$ cat config.mk
export PLATFORM = sky130hd
export DESIGN_NAME = inst_fetch
export DESIGN_NICKNAME = d
export VERILOG_FILES = /design/src/rtl/inst_fetch.sv
export SDC_FILE = /design/constraint.sdc
export NUM_CORES = 1
export LEC_CHECK = 0
export CAP_MARGIN = 20
export CORE_UTILIZATION = 52
export DETAILED_ROUTE_END_ITERATION = 6
export HOLD_SLACK_MARGIN = 0.1
export PLACE_DENSITY_LB_ADDON = 0.3
export SLEW_MARGIN = 10
export SYNTH_ARGS = -nofsm -noshare
export SYNTH_HDL_FRONTEND = slang
export SYNTH_SLANG_ARGS = --single-unit
$ cat constraint.sdc
create_clock -name clk -period 3.9 [get_ports clk]
set_input_delay 0.78 -clock clk [delete_from_list [all_inputs] [get_ports clk]]
set_output_delay 0.78 -clock clk [all_outputs]
set_load 0.1 [all_outputs]
$ cat src/rtl/inst_fetch.sv
`default_nettype none
// ============================================================================
// Module   : inst_fetch
// Brief    : Instruction fetch stage with a single outstanding memory request,
//            a one-word skid buffer and a 2-bit bimodal branch predictor.
// Revision : 1.0 - initial release
// ============================================================================
module inst_fetch #(
    parameter logic [31:0] RESET_PC   = 32'h0000_0000,
    parameter int          BR_INDEX_W = 6
) (
    input  logic                  clk,
    input  logic                  rst,
    input  logic                  stall_i,
    input  logic                  ex_redirect,
    input  logic [31:0]           ex_target,
    input  logic                  ex_upd_en,
    input  logic [BR_INDEX_W-1:0] ex_upd_index,
    input  logic                  ex_upd_taken,
    input  logic                  mem_ack,
    input  logic [31:0]           mem_rdata,
    output logic                  mem_req,
    output logic [31:0]           mem_addr,
    output logic [31:0]           if_pc,
    output logic [31:0]           if_inst,
    output logic [BR_INDEX_W-1:0] if_br_index,
    output logic                  if_prd_jmp,
    output logic                  if_stall,
    output logic                  if_clear
);

    localparam int         c_bht_depth = 1 << BR_INDEX_W;
    localparam logic [6:0] c_op_jal    = 7'b1101111;
    localparam logic [6:0] c_op_branch = 7'b1100011;

    typedef enum logic [1:0] {
        S_IDLE  = 2'd0,
        S_REQ   = 2'd1,
        S_HOLD  = 2'd2,
        S_FLUSH = 2'd3
    } state_t;

    state_t                r_state;
    state_t                w_state_nxt;
    logic [31:0]           r_fa;
    logic [31:0]           r_pend;
    logic [31:0]           r_ibuf;
    logic [31:0]           w_fa_nxt;
    logic [31:0]           w_pend_nxt;
    logic [31:0]           w_ibuf_nxt;
    logic [1:0]            r_bht [c_bht_depth];

    logic                  w_handoff;
    logic [31:0]           w_word;
    logic [BR_INDEX_W-1:0] w_lookup_idx;
    logic                  w_bht_taken;
    logic [31:0]           w_imm_j;
    logic [31:0]           w_imm_b;
    logic                  w_pred_taken;
    logic [31:0]           w_next_pc;

    // The delivered word comes from the skid buffer while holding, else straight from memory.
    assign w_word       = (r_state == S_HOLD) ? r_ibuf : mem_rdata;
    assign w_lookup_idx = r_fa[BR_INDEX_W+1:2];
    assign w_bht_taken  = r_bht[w_lookup_idx][1];
    assign w_imm_j      = {{11{w_word[31]}}, w_word[31], w_word[19:12], w_word[20],
                           w_word[30:21], 1'b0};
    assign w_imm_b      = {{19{w_word[31]}}, w_word[31], w_word[7], w_word[30:25],
                           w_word[11:8], 1'b0};

    always_comb begin
        w_pred_taken = 1'b0;
        w_next_pc    = r_fa + 32'd4;
        if (w_word[6:0] == c_op_jal) begin
            w_pred_taken = 1'b1;
            w_next_pc    = r_fa + w_imm_j;
        end else if ((w_word[6:0] == c_op_branch) && w_bht_taken) begin
            w_pred_taken = 1'b1;
            w_next_pc    = r_fa + w_imm_b;
        end
    end

    always_ff @(posedge clk or negedge rst) begin
        if (!rst) begin
            r_state <= S_IDLE;
        end else begin
            r_state <= w_state_nxt;
        end
    end

    // Redirect always wins over a handoff; the acked word in a flush is dropped.
    always_comb begin
        w_state_nxt = r_state;
        w_fa_nxt    = r_fa;
        w_pend_nxt  = r_pend;
        w_ibuf_nxt  = r_ibuf;
        w_handoff   = 1'b0;
        case (r_state)
            S_IDLE: begin
                w_state_nxt = S_REQ;
                w_fa_nxt    = RESET_PC;
            end
            S_REQ: begin
                if (ex_redirect) begin
                    if (mem_ack) begin
                        w_fa_nxt    = ex_target;
                    end else begin
                        w_pend_nxt  = ex_target;
                        w_state_nxt = S_FLUSH;
                    end
                end else if (mem_ack) begin
                    if (stall_i) begin
                        w_ibuf_nxt  = mem_rdata;
                        w_state_nxt = S_HOLD;
                    end else begin
                        w_handoff   = 1'b1;
                        w_fa_nxt    = w_next_pc;
                    end
                end
            end
            S_HOLD: begin
                if (ex_redirect) begin
                    w_fa_nxt    = ex_target;
                    w_state_nxt = S_REQ;
                end else if (!stall_i) begin
                    w_handoff   = 1'b1;
                    w_fa_nxt    = w_next_pc;
                    w_state_nxt = S_REQ;
                end
            end
            S_FLUSH: begin
                if (mem_ack) begin
                    w_fa_nxt    = ex_redirect ? ex_target : r_pend;
                    w_state_nxt = S_REQ;
                end else if (ex_redirect) begin
                    w_pend_nxt  = ex_target;
                end
            end
            default: begin
                w_state_nxt = S_IDLE;
            end
        endcase
    end

    always_ff @(posedge clk or negedge rst) begin
        if (!rst) begin
            r_fa   <= RESET_PC;
            r_pend <= 32'd0;
            r_ibuf <= 32'd0;
        end else begin
            r_fa   <= w_fa_nxt;
            r_pend <= w_pend_nxt;
            r_ibuf <= w_ibuf_nxt;
        end
    end

    // Reads above see the pre-update counter when lookup and update collide.
    always_ff @(posedge clk or negedge rst) begin
        if (!rst) begin
            for (int i = 0; i < c_bht_depth; i++) begin
                r_bht[i] <= 2'b01;
            end
        end else if (ex_upd_en) begin
            if (ex_upd_taken) begin
                if (r_bht[ex_upd_index] != 2'b11) begin
                    r_bht[ex_upd_index] <= r_bht[ex_upd_index] + 2'd1;
                end
            end else if (r_bht[ex_upd_index] != 2'b00) begin
                r_bht[ex_upd_index] <= r_bht[ex_upd_index] - 2'd1;
            end
        end
    end

    always_comb begin
        mem_req     = (r_state == S_REQ) || (r_state == S_FLUSH);
        mem_addr    = r_fa;
        if_clear    = ex_redirect && (r_state != S_IDLE);
        if_stall    = !w_handoff;
        if_pc       = r_fa;
        if_inst     = w_word;
        if_br_index = w_lookup_idx;
        if_prd_jmp  = w_pred_taken;
        if (r_state == S_IDLE) begin
            mem_addr    = RESET_PC;
            if_pc       = 32'd0;
            if_inst     = 32'd0;
            if_br_index = '0;
            if_prd_jmp  = 1'b0;
        end
    end

endmodule
`default_nettype wire

==> impl_metrics.env <==
export IMPL_cts_made_buffers=27
export IMPL_report_final_slew_viol_count=0
export IMPL_netlist_instances=1837
export IMPL_pre_cts_slack_ns=-0.443
export IMPL_synthesis_yosys_warnings=0
export IMPL_via_per_inst=6.16
export IMPL_p_leak_nw=8.83
export IMPL_layout_commonest_cell="buf_4"
export IMPL_power_ir_vdd_worst_mv=0.655
export IMPL_count_of_flip_flops_with_a_built_in_enable_after_synthesis=0
export IMPL_status="complete, no violations"
export IMPL_route_antenna_remaining_nets=0
export IMPL_globalRouteTotalUtil_pct=34.3
export IMPL_worst_slew_margin_rel_pct=28.9
export IMPL_clk_root_buffer_cell="clkbuf_16"
export IMPL_powerDensity_nw_per_um2=921
export IMPL_design_portCount=183
export IMPL_input_output_buffers=182
export IMPL_critPathArrivalTime_ns=3.01
export IMPL_die_area_um2=31100
export IMPL_crit_type="register to output pin"
export IMPL_detailroute_via_count=15807
export IMPL_fmax_ghz=0.264
export IMPL_layout_cells_most_common_list="buf_4, nand2_1, o21ai_0"
export IMPL_setup_total_negative_slack_ns=0
export IMPL_global_route_wire_length_before_repair_um=83800
export IMPL_drive_above_1_share_pct=27.9
export IMPL_drt_drc_violations_left=0
export IMPL_post_route_min_period_ns=3.79
export IMPL_post_synth_cell_area_avg_um2=8.61
export IMPL_synth_async_reset_ratio_pct=100
export IMPL_die_w_um=176
export IMPL_cts_tree="built"
export IMPL_final_hold_violation_count=0
export IMPL_crit_fanout=13
export IMPL_area_growth_synth_to_final_pct=28.5
export IMPL_worst_setup_path_startpoint="r_fa[4]"
export IMPL_clock_tree_htree_level_count=1
export IMPL_largest_net_degree_at_the_start_of_global_routing=80
export IMPL_flops_latches_synth=226
export IMPL_clock_sinks=226
export IMPL_required_time_worst_endpoint_ns=3.12
export IMPL_drt_pass1_iter_count=6
export IMPL_design_final_nets=2287
export IMPL_fp_coreArea_um2=29800
export IMPL_post_synth_top_flop="dfrtp_1"
export IMPL_clk_insertion_delay_late_ns=0.56
export IMPL_critical_path_reg2reg_startpoint="r_state[0]"
export IMPL_antenna_cells=0
export IMPL_gp_congestion=1.00
export IMPL_floorplan_initialDensity_pct=53.1
export IMPL_transition_time_of_the_tightest_slew_check_pin_ns=1.06
export IMPL_worstHoldPathType="input pin to async pin"
export IMPL_layout_worst_path_cycle_share_pct=97.2
export IMPL_yosys_cell_types_count=75
export IMPL_syn_num_nets=1971
export IMPL_setup_violations_final=0
export IMPL_fp_row_count=63
export IMPL_grt_overflow_total=0
export IMPL_cts_reportedPaths_clkPinSlew_ns=0.07
export IMPL_routed_wl_um=54200
export IMPL_crit_path_end_kind="output pin"
export IMPL_start_kind="register"
export IMPL_finalWorstSetupSlack_ns=0.111
export IMPL_dr_first_iter_drc_count=1746
export IMPL_clock_path_buffers=3
export IMPL_synth_seq_area_share_pct=36.3
export IMPL_number_of_antenna_violations_at_the_first_check_in_global_routing=0
export IMPL_clock_skew_ns=0.0113
export IMPL_wire_per_inst_um=21.1
export IMPL_worst_r2r_cell_count=17
export IMPL_hpwl_um=40600
export IMPL_maxCapViolations=0
export IMPL_syn_area_um2=15800
export IMPL_post_cts_hold_buffer_count=0
export IMPL_totalPowerFinal_mw=18.7
export IMPL_dieHeight_um=176
export IMPL_via_count_of_the_first_global_routing_pass=15456
[area by class of cell]
cell class | instances | area [um2]
clock buffers | 38 | 747
clock inverters | 12 | 211
fillers | 2469 | 9470
inverters | 38 | 143
multi-input cells | 1431 | 9400
flip-flops and latches | 226 | 5740
well taps | 390 | 488
repair buffers | 429 | 3600
[metrics by stage]
step	hold slack [ns]	std cells	utilization, %	instance area [um2]
3_3_place_gp	0.458	2506	64.1	19100
4_1_cts	0.233	2556	67.4	20100
5_1_grt	0.254	2564	68.2	20300
2_1_floorplan	0.445	1837	-	15800
3_5_place_dp	0.473	2506	64.1	19100
6_report	0.213	2564	68.2	20300
[final timing paths]
check                      slack, ns         end
min reg2reg                     0.48    register
min                             0.21  r_ibuf[23]
max in group asynchronous       2.80   async pin
min in group clk                0.48    register
max                             0.11  if_prd_jmp
max reg2reg                     0.12    r_fa[26]
[power by group]
group	internal (mW)	switching [mW]	total (mW)	leakage [nW]
Clock	1.68	1.05	2.73	0.469
Combinational	4.17	7.93	12.1	5.65
Sequential	3.15	0.754	3.90	2.71
Total	9.00	9.74	18.7	8.83
[layer usage]
layer  track usage [%]  share of wire [%]  up-vias
met3              4.63                8.5      181
li1                  -                  -     7273
met5                 0                  0        -
met4              16.6                5.1        0
met1              44.7                 40     7538
met2              56.2                 46      815
[kinds of logic (layout without fill, tap and decap cells)]
group | count (synthesis) | count (layout) | share of synthesized area, %
AO/OA/AOI/OAI | 546 | 546 | 21.9
AND/OR/NAND/NOR | 633 | 633 | 18.5
XOR/XNOR | 68 | 68 | 3.76
multiplexers | 127 | 127 | 9.33
buffers and inverters | 180 | 517 | 5.58
flip-flops | 226 | 226 | 36.3
adder cells (fa/ha/maj) | 57 | 57 | 4.60
[synth_stat cells (11+ instances only)]
library cell	instances	share of area [%]
nor2_1	106	2.5
ha_1	55	4.3
a221oi_1	11	0.61
and3_1	14	0.55
o221ai_1	11	0.61
clkbuf_1	80	1.9
a22oi_1	46	2.2
a31oi_1	19	0.75
o22ai_1	32	1.3
a21oi_1	95	3.0
nand4_1	28	1.1
nor2b_1	61	2.4
nor3_1	28	0.89
a211oi_1	12	0.57
nand2_1	305	7.2
xnor2_1	31	1.7
nand3_1	25	0.79
o211ai_1	14	0.66
inv_1	38	0.90
a21o_1	16	0.76
o31ai_1	14	0.66
buf_4	41	1.9
dfrtp_1	162	26
mux2i_1	35	2.2
o21ai_0	193	6.1
mux2_2	84	6.0
xor2_1	37	2.0
dfstp_2	64	11
[worst max-delay path, cell delays in order (launching register included)]
cell	delay (ns)
dfrtp_2	0.54
buf_4	0.27
mux4_2	0.33
mux2_2	0.30
o31ai_1	0.21
a211oi_1	0.11
o21ba_2	0.22
nor2_2	0.19
nor2_2	0.08
buf_12	0.18
[repair_timing]
action / CTS / global route
endpoints found under the setup margin: 4 / 87
setup buffers: 0 / 6
gates resized for setup: 11 / 41
cloned: 0 / 1
endpoints found under the hold margin: 0 / 0
pin swaps: 0 / 4
No activity file was read; power rests on OpenSTA's default activity.
